File: config.mk
export PLATFORM = sky130hd
export DESIGN_NAME = string_frame_sequencer
export DESIGN_NICKNAME = d
export VERILOG_FILES = /design/src/rtl/string_frame_sequencer.sv
export SDC_FILE = /design/constraint.sdc
export NUM_CORES = 1
export LEC_CHECK = 0
export CAP_MARGIN = 20
export CORE_AREA = 2 2 76 78
export CTS_BUF_LIST = sky130_fd_sc_hd__clkbuf_2
export DETAILED_ROUTE_END_ITERATION = 6
export DIE_AREA = 0 0 78 80
export PLACE_DENSITY = 0.77
export SETUP_SLACK_MARGIN = 0.15
export SYNTH_ARGS = -nofsm -noshare
export SYNTH_HDL_FRONTEND = slang
export SYNTH_SLANG_ARGS = --single-unit
File: constraint.sdc
create_clock -name clk -period 2 [get_ports clk]
set_clock_uncertainty 0.1 [all_clocks]
set_input_delay 0.6 -clock clk [delete_from_list [all_inputs] [get_ports clk]]
set_output_delay 0.6 -clock clk [all_outputs]
set_load 0.02 [all_outputs]
File: src/rtl/string_frame_sequencer.sv
// string_frame_sequencer: pulls PIXELS_PER_STRING GRB words per frame from the pixel FIFO,
// strobes each into the WS2812B string driver, then requests the latch blank.
// Define STRING_SEQ_UNDERRUN_FILL_EN to send black pixels instead of stalling on FIFO underrun.
module string_frame_sequencer #(
    parameter int PIXELS_PER_STRING = 150,
    parameter int FIFO_LATENCY      = 1,
    parameter int READY_HOLDOFF     = 2
) (
    input  logic        clk,
    input  logic        rst_n,
    input  logic        frame_start,
    input  logic [23:0] fifo_data,
    input  logic        fifo_empty,
    output logic        fifo_rd_en,
    output logic [23:0] pixel_data,
    output logic        pixel_data_valid,
    output logic        h_blank,
    input  logic        string_ready,
    output logic        busy,
    output logic        frame_done,
    output logic        frame_overrun,
    output logic        underrun
);
    typedef enum logic [1:0] {
        ST_IDLE      = 2'd0,
        ST_FETCH     = 2'd1,
        ST_WAIT_DATA = 2'd2,
        ST_LATCH     = 2'd3
    } state_t;

    localparam logic [9:0] LAST_PIXEL_C = 10'(PIXELS_PER_STRING - 1);
    localparam logic [1:0] FIFO_LAT_C   = 2'(FIFO_LATENCY);
    localparam logic [7:0] HOLDOFF_C    = 8'(READY_HOLDOFF);

    state_t      state_r, state_s;
    logic        pending_r, pending_s;
    logic [9:0]  count_r, count_s;
    logic [7:0]  holdoff_r, holdoff_s;
    logic [1:0]  wait_r, wait_s;
    logic        stall_seen_r, stall_seen_s;
    logic [23:0] pixel_data_r, pixel_data_s;
    logic        rd_en_r, rd_en_s;
    logic        valid_r, valid_s;
    logic        blank_r, blank_s;
    logic        busy_r, busy_s;
    logic        done_r, done_s;
    logic        overrun_r, overrun_s;
    logic        underrun_r, underrun_s;
    logic        eff_ready_s;
    logic        last_pixel_s;

    // The driver's ready lags our strobes, so it is ignored until the holdoff expires.
    assign eff_ready_s  = string_ready && (holdoff_r == 8'd0);
    assign last_pixel_s = (count_r == LAST_PIXEL_C);

    // Next-state, one-deep frame queue and request pulse generation
    always_comb begin
        state_s      = state_r;
        pending_s    = pending_r;
        count_s      = count_r;
        wait_s       = wait_r;
        stall_seen_s = stall_seen_r;
        pixel_data_s = pixel_data_r;
        busy_s       = busy_r;
        rd_en_s      = 1'b0;
        valid_s      = 1'b0;
        blank_s      = 1'b0;
        done_s       = 1'b0;
        overrun_s    = 1'b0;
        underrun_s   = 1'b0;
        if (holdoff_r != 8'd0) begin
            holdoff_s = holdoff_r - 8'd1;
        end else begin
            holdoff_s = 8'd0;
        end

        if ((state_r != ST_IDLE) && frame_start) begin
            if (pending_r) begin
                overrun_s = 1'b1;
            end else begin
                pending_s = 1'b1;
            end
        end else begin
            overrun_s = 1'b0;
        end

        case (state_r)
            ST_IDLE: begin
                // A start arriving alongside a queued one stays queued behind it.
                if (frame_start || pending_r) begin
                    pending_s    = pending_r && frame_start;
                    count_s      = 10'd0;
                    busy_s       = 1'b1;
                    stall_seen_s = 1'b0;
                    state_s      = ST_FETCH;
                end else begin
                    state_s = ST_IDLE;
                end
            end
            ST_FETCH: begin
                if (eff_ready_s && !fifo_empty) begin
                    rd_en_s      = 1'b1;
                    wait_s       = 2'd0;
                    stall_seen_s = 1'b0;
                    state_s      = ST_WAIT_DATA;
                end else if (eff_ready_s) begin
`ifdef STRING_SEQ_UNDERRUN_FILL_EN
                    underrun_s   = 1'b1;
                    pixel_data_s = 24'h000000;
                    valid_s      = 1'b1;
                    holdoff_s    = HOLDOFF_C;
                    count_s      = count_r + 10'd1;
                    if (last_pixel_s) begin
                        state_s = ST_LATCH;
                    end else begin
                        state_s = ST_FETCH;
                    end
`else
                    if (!stall_seen_r) begin
                        underrun_s   = 1'b1;
                        stall_seen_s = 1'b1;
                    end else begin
                        underrun_s = 1'b0;
                    end
`endif
                end else begin
                    state_s = ST_FETCH;
                end
            end
            ST_WAIT_DATA: begin
                if (wait_r == FIFO_LAT_C) begin
                    pixel_data_s = fifo_data;
                    valid_s      = 1'b1;
                    holdoff_s    = HOLDOFF_C;
                    count_s      = count_r + 10'd1;
                    if (last_pixel_s) begin
                        state_s = ST_LATCH;
                    end else begin
                        state_s = ST_FETCH;
                    end
                end else begin
                    wait_s = wait_r + 2'd1;
                end
            end
            ST_LATCH: begin
                if (eff_ready_s) begin
                    blank_s   = 1'b1;
                    done_s    = 1'b1;
                    busy_s    = 1'b0;
                    holdoff_s = HOLDOFF_C;
                    state_s   = ST_IDLE;
                end else begin
                    state_s = ST_LATCH;
                end
            end
            default: begin
                state_s = ST_IDLE;
            end
        endcase
    end

    // State and registered outputs; reset abandons any frame in flight
    always_ff @(posedge clk or negedge rst_n) begin
        if (!rst_n) begin
            state_r      <= ST_IDLE;
            pending_r    <= 1'b0;
            count_r      <= 10'd0;
            holdoff_r    <= 8'd0;
            wait_r       <= 2'd0;
            stall_seen_r <= 1'b0;
            pixel_data_r <= 24'h000000;
            rd_en_r      <= 1'b0;
            valid_r      <= 1'b0;
            blank_r      <= 1'b0;
            busy_r       <= 1'b0;
            done_r       <= 1'b0;
            overrun_r    <= 1'b0;
            underrun_r   <= 1'b0;
        end else begin
            state_r      <= state_s;
            pending_r    <= pending_s;
            count_r      <= count_s;
            holdoff_r    <= holdoff_s;
            wait_r       <= wait_s;
            stall_seen_r <= stall_seen_s;
            pixel_data_r <= pixel_data_s;
            rd_en_r      <= rd_en_s;
            valid_r      <= valid_s;
            blank_r      <= blank_s;
            busy_r       <= busy_s;
            done_r       <= done_s;
            overrun_r    <= overrun_s;
            underrun_r   <= underrun_s;
        end
    end

    assign fifo_rd_en       = rd_en_r;
    assign pixel_data       = pixel_data_r;
    assign pixel_data_valid = valid_r;
    assign h_blank          = blank_r;
    assign busy             = busy_r;
    assign frame_done       = done_r;
    assign frame_overrun    = overrun_r;
    assign underrun         = underrun_r;

endmodule
==> summary.md, run 1 <==
| Metric | Value |
|---|---|
| Setup ws final | 214 ps |
| TritonCTS clock tree | done |
| Routed vias | between 2000 and 2500 |
| Setup-failing EPs final | 0 |
| Clock tree buffer depth | 2 |
| Max Cap Viol | 0 |
| Multi-input logic area | between 900 and 1000 um^2 |
| DRT iter0 DRCs | ~150 |
| R2R setup slack | approximately 210 ps |
| Post-synth top area share | 57.1% |
| H-tree depth | 2 |
| Vias per inst | 5.01 |
| Yosys cell types | 34 |
| Hold Vio Cnt, Final | 0 |
| WP data required | roughly 2300 ps |
| Sequential cell area fraction in the yosys report | 57.1% |
| RSZ-0062 raised after global routing | true |
| Core area | ~5400 um^2 |
| Vias in the first global route | around 2000 |
| Psw | 1.51 mW |
| CTS sink cnt | 54 |
| Most common cell in the netlist | nand2_1 |
| Max Slew Vio Count | 0 |
| Worst slack at placement | -403 ps |
| Placed Area | 3120 um^2 |
| PortBufs | 59 |
| Power Total | 4.03 mW |
| Max Clk Rate | about 560 MHz |
| Worst skew pair latency | 430 ps |
| Crit end category | flop |
| CP Launch Type | flop |
| Clock power share | 16.6% |
| Layout cell share with drive strength beyond 1 | 21.5% |
| Total wire length | ~5100 um |
| CTS root buffer | clkbuf_2 |
| First-pass GRT wire length | 8850 um |
| Hold path depth | 1 |
| Worst-Margin Slew | 377 ps |
| Yosys reg bits | 54 |
| DR pass1 iterations | 4 |
| Launching point of the worst reg2reg path | wait_r[1]$_DFFE_PN0P_ |
| WP data arrival | approximately 2100 ps |
| Pint | ~2.5 mW |
| Seq. cell area | 1350 um^2 |
| # rows | 27 |
| Drt wl/cell | 12.7 um |
| Worst Reg-to-Reg Cells | 6 |
| Synth area leaders | dfrtp_1, nand2_1, nor2_1, ha_1, a21oi_1 |
| Warnings, synthesis | 0 |
| CP Max Fanout | 5 |
| Final period utilization | 89.3% |
| Die H | 80 um |
| Leakage | 1.45 nW |
| Hold crit path type | reg2reg |
| Hold EP | underrun$_DFF_PN0_ |
| Ports | 60 |
| Yosys top cell by area | dfrtp_1 |
| Reg clk slew, reported paths | 260 ps |
| Largest net degree at the start of global routing | 28 |
| Final ANT Viol Nets | 0 |
| Initial antenna violation count | 0 |
| Number of remaining DRC errors | 0 |
| Post-route cell area | 3150 um^2 |
| Critical path class | reg2reg |
| Switch share | between 30% and 40% |
| Syn Inst Count | 249 |
| Nets | 364 |
| Async S/R FF share, synth | 100% |
| Post-synth EDFFs | 0 |
| Hold Crit Start | stall_seen_r$_DFFE_PN0P_ |
| Dpl hpwl | 3780 um |
| R2r endpoint | count_r[5]$_DFFE_PN0P_ |
| Status | finished clean |
| Reg power frac | 45.8% |
| Worst vdd ir | 593 uV |
| Placed cells | 385 |
| Ys flop type | dfrtp_1 |
| Cell Pwr Density | around 1300 nW/um^2 |
| Total gr overflow | 0 |
| CTS Buf Count | 5 |
| Syn Area/Cell | between 9 and 10 um^2 |
| Synthesized Nets | 283 |
| Synth top cells by count | nand2_1, dfrtp_1, nor2_1 |
| Mapped Area | 2370 um^2 |
| Rel. slew slack | 74.8% |
| Fin cells | 403 |
| Initial Utilization | around 44% |
| Number of diodes | 0 |
| Hold_ws | 360 ps |
| Gr usage total | 17.8% |
| Combinational power share | 37.7% |
| Die width | 78 um |
| P&R area growth vs syn | 33.2% |
| Die Area | roughly 6200 um^2 |
| Post-layout minimum cycle time | 1790 ps |
| Filler Cells Inserted | roughly 490 |
| Final GP Congestion | 0.833 |
## per-layer routing
layer	share of wire (%)	global-route usage [%]
met3	5.3	4.41
met5	0	0
met4	1.5	5.79
met2	49	30.0
met1	44	22.7
## timing repair
item | 4_1_cts | 5_1_grt
hold endpoints to repair | 13 | 0
pin swaps | 0 | 3
hold buffers | 1 | 0
buffers inserted | 4 | 5
gates resized for setup | 110 | 20
setup endpoints to repair | 34 | 32
## stage by stage
stage	TNS [ps]	utilization, %
finish	0	58.3
global placement	-1360	57.7
global route	0	58.3
floorplan	0	-
CTS	0	59.4
detailed placement	-1580	57.7
## power by group through the flow
stage / combinational [mW] / sequential [mW] / clock, mW
6_report: 1.52 / 1.85 / 0.668
3_3_place_gp: 1.57 / 1.85 / 0
2_1_floorplan: 0.655 / 2.08 / 0
3_5_place_dp: 1.62 / 1.86 / 0
4_1_cts: 1.55 / 1.84 / 0.684
5_1_grt: 1.69 / 1.91 / 0.726
## cell type report
| type | instances | area share (%) |
|---|---|---|
| clock buffer | 5 | 0.794 |
| clock inverter | 3 | 2.02 |
| inverter | 8 | 0.952 |
| multi-input combinational | 177 | 30.4 |
| sequential | 54 | 42.9 |
| tap | 72 | 2.86 |
| timing repair buffer | 84 | 20.0 |
## sequential cells by signal (all words and copies together) (netlist names)
name              cells
pixel_data           24
count_r              10
holdoff_r             8
state_r               2
wait_r                2
busy                  1
fifo_rd_en            1
frame_done            1
frame_overrun         1
pending_r             1
pixel_data_valid      1
stall_seen_r          1
underrun              1
## cell usage in the layout (no fill, tap or decap), drive strengths merged
cell type	synthesis	final
nand2	84	84
buf	7	56
dfrtp	54	54
clkdlybuf4s50	0	26
nor2	21	21
inv	8	8
a21oi	8	8
nand4	5	5
o31ai	5	5
o21ai	5	5
clkbuf	3	5
or4	5	5
ha	5	5
xor2	4	4
nor3	4	4
or3	4	4
xnor2	3	3
nand2b	3	3
o211ai	3	3
nor2b	3	3
nor4	3	3
nand3	2	2
a311oi	2	2
a41o	2	2
bufinv	0	2
nor4b	2	2
or2	1	1
a41oi	1	1
o22ai	1	1
nor3b	1	1
clkinv	0	1
dlygate4sd3	0	1
dlygate4sd2	0	1
## cell families after synthesis
kind of cell / synth area share (%)
AND/OR/NAND/NOR: 26.7
flip-flops: 57.1
AO/OA/AOI/OAI: 7.51
buffers and inverters: 3.49
XOR/XNOR: 2.59
adder cells (fa/ha/maj): 2.64
## worst max-delay path by stage
stage,depth (start not counted),start,endpoint
2_1_floorplan,5,holdoff_r[4]$_DFF_PN0_,holdoff_r[2]$_DFF_PN0_
3_3_place_gp,5,frame_start,count_r[5]$_DFFE_PN0P_
3_5_place_dp,5,frame_start,count_r[5]$_DFFE_PN0P_
4_1_cts,1,pixel_data[14]$_DFFE_PN0P_,pixel_data[14]
5_1_grt,5,holdoff_r[4]$_DFF_PN0_,wait_r[0]$_DFFE_PN0P_
6_report,6,wait_r[1]$_DFFE_PN0P_,count_r[5]$_DFFE_PN0P_
## worst max-delay path, stage by stage (launching register included)
cell     delay [ps]
dfrtp_1         440
inv_1            90
ha_4            150
nor2b_4          40
or3_4           350
or4_1           470
a21oi_1         130
Note: power is estimated with default switching activity, not from simulation.
==> run 2: changes to the inputs <==
Settings changed: PLACE_DENSITY 0.77 to 0.74, SLEW_MARGIN set to 20.
Clock period 2 ns to 1.68 ns, I/O delays scaled along.
==> summary.md, run 2 (synthesis gave the netlist of run 1 again) <==
| Metric | Value |
|---|---|
| Hold_ws | 380 ps (+20.5 ps) |
| CP Launch Type | flop |
| Hold Vio Cnt, Final | 0 (unchanged) |
| Layout cell share with drive strength beyond 1 | 30.2% (+8.8 points) |
| TritonCTS clock tree | done |
| WP data arrival | 2120 ps (+50 ps) |
| DR pass1 iterations | 4 (unchanged) |
| Setup ws final | -114 ps (-328 ps) |
| Post-layout minimum cycle time | 1790 ps (+7.63 ps) |
| Gr usage total | 18.1% (+0.24 points) |
| Initial Utilization | 43.8% (unchanged) |
| Die Area | 6240 um^2 (unchanged) |
| Cell Pwr Density | 1490 nW/um^2 (+16%) |
| Max Clk Rate | 557 MHz (-0.43%) |
| Max FFs per register | 24 (unchanged) |
| Rel. slew slack | 79.7% (+4.9 points) |
| Status | finished, violations left |
| Number of remaining DRC errors | 0 (unchanged) |
| # rows | 27 (unchanged) |
| Worst vdd ir | 929 uV (+57%) |
| Total gr overflow | 0 (unchanged) |
| DRT iter0 DRCs | 125 (-15%) |
| CTS root buffer | clkbuf_2 |
| Dpl hpwl | 3590 um (-5.0%) |
| Most frequent cells in the layout | nand2_1, dfrtp_1, buf_6 |
| Worst skew pair latency | 450 ps (+20 ps) |
| First-pass GRT wire length | 8940 um (+1.0%) |
| P&R area growth vs syn | 49.8% |
| Reg clk slew, reported paths | 290 ps (+30 ps) |
| Drt wl/cell | 12.8 um (+1.3%) |
| RSZ-0062 raised after global routing | true |
| Die H | 80 um (unchanged) |
| H-tree depth | 2 (unchanged) |
| Hold crit path type | reg2reg |
| Final period utilization | 107% (+17 points) |
| Final GP Congestion | 0.800 (-4.0%) |
| Die width | 78 um (unchanged) |
| Routed vias | 2042 (+1.1%) |
| Setup-failing EPs final | 12 (+12) |
| Core area | 5410 um^2 (unchanged) |
| Vias per inst | 4.94 (-1.4%) |
| Crit end category | flop |
| Final ANT Viol Nets | 0 (unchanged) |
| Largest net degree at the start of global routing | 55 (+96%) |
| Vias in the first global route | 2009 (+2.2%) |
| Worst-Margin Slew | 302 ps (-75.8 ps) |
| Power Total | 5.27 mW (+31%) |
| Ports | 60 (unchanged) |
| WP data required | 2000 ps (-290 ps) |
| Number of diodes | 0 (unchanged) |
| Clock tree buffer depth | 2 (unchanged) |
| Max Slew Vio Count | 0 (unchanged) |
| Failing checks | setup timing |
| Initial antenna violation count | 0 (unchanged) |
| Max Cap Viol | 0 (unchanged) |
| PortBufs | 59 (unchanged) |
| CTS Buf Count | 5 (unchanged) |
| CP Max Fanout | 5 (unchanged) |
| Critical path class | reg2reg |
| Worst slack at placement | -569 ps (-166 ps) |
| Nets | 374 (+2.7%) |
| Placed cells | 393 (+2.1%) |
| Leakage | 1.61 nW (+11%) |
| CTS sink cnt | 54 (unchanged) |
| Fin cells | 413 (+2.5%) |
| Total wire length | 5300 um (+3.8%) |
| Most common cell after layout, fill and taps aside | nand2_1 |
-- run 2: area by class of cell --
type	count	area, um^2
repair buffers	94	955
well taps	72	90.1
flip-flops and latches	54	1350
clock buffers	5	25.0
clock inverters	3	47.5
multi-input cells	177	1040
fillers	447	1860
inverters	8	32.5
-- run 2: routing by layer --
metal,track usage (%),wire (um),vias to the layer above
li1,-,-,1008
met1,22.3,2360,969
met2,29.7,2420,59
met3,7.13,462,6
met4,4.74,51,0
met5,0,0,-
-- run 2: worst paths after layout --
kind                                     startpoint                    endpoint  slack, ps  cells past startpoint
setup / recovery              wait_r[1]$_DFFE_PN0P_      count_r[5]$_DFFE_PN0P_       -110                      6
hold / removal             stall_seen_r$_DFFE_PN0P_          underrun$_DFF_PN0_        380                      1
setup reg to reg              wait_r[1]$_DFFE_PN0P_      count_r[5]$_DFFE_PN0P_       -110                      6
hold reg to reg            stall_seen_r$_DFFE_PN0P_          underrun$_DFF_PN0_        380                      1
max in group asynchronous                     rst_n      state_r[1]$_DFFE_PN0P_        790                      3
min in group asynchronous                     rst_n  pixel_data[18]$_DFFE_PN0P_        430                      3
-- run 2: power breakdown --
group / internal, mW / switching, mW / total [mW]
Sequential: 1.79 / 0.463 / 2.25
Combinational: 1.25 / 1.07 / 2.32
Clock: 0.264 / 0.440 / 0.704
-- run 2: critical path, cell delays in order, from the launching register on --
cell,delay (ps)
dfrtp_1,450
inv_2,70
ha_4,160
nor2b_4,40
or3_4,350
or4_4,490
a21oi_2,120
-- run 2: per-stage QoR --
stage / cell area [um^2] / TNS [ps] / utilization [%]
after detailed placement: 3210 / -5040 / 59.4
after global routing: 3550 / -4520 / 65.6
after global placement: 3210 / -4560 / 59.4
final: 3550 / -930 / 65.6
after floorplan: 2410 / -558 / -
after CTS: 3390 / -1110 / 62.8
-- run 2: timing repair --
action / 4_1_cts / 5_1_grt
hold buffers: 1 / 0
gates cloned: 0 / 1
endpoints found under the setup margin: 70 / 82
pin swaps: 7 / 3
hold endpoints to repair: 54 / 0
gates resized for setup: 197 / 22
buffers inserted: 3 / 7
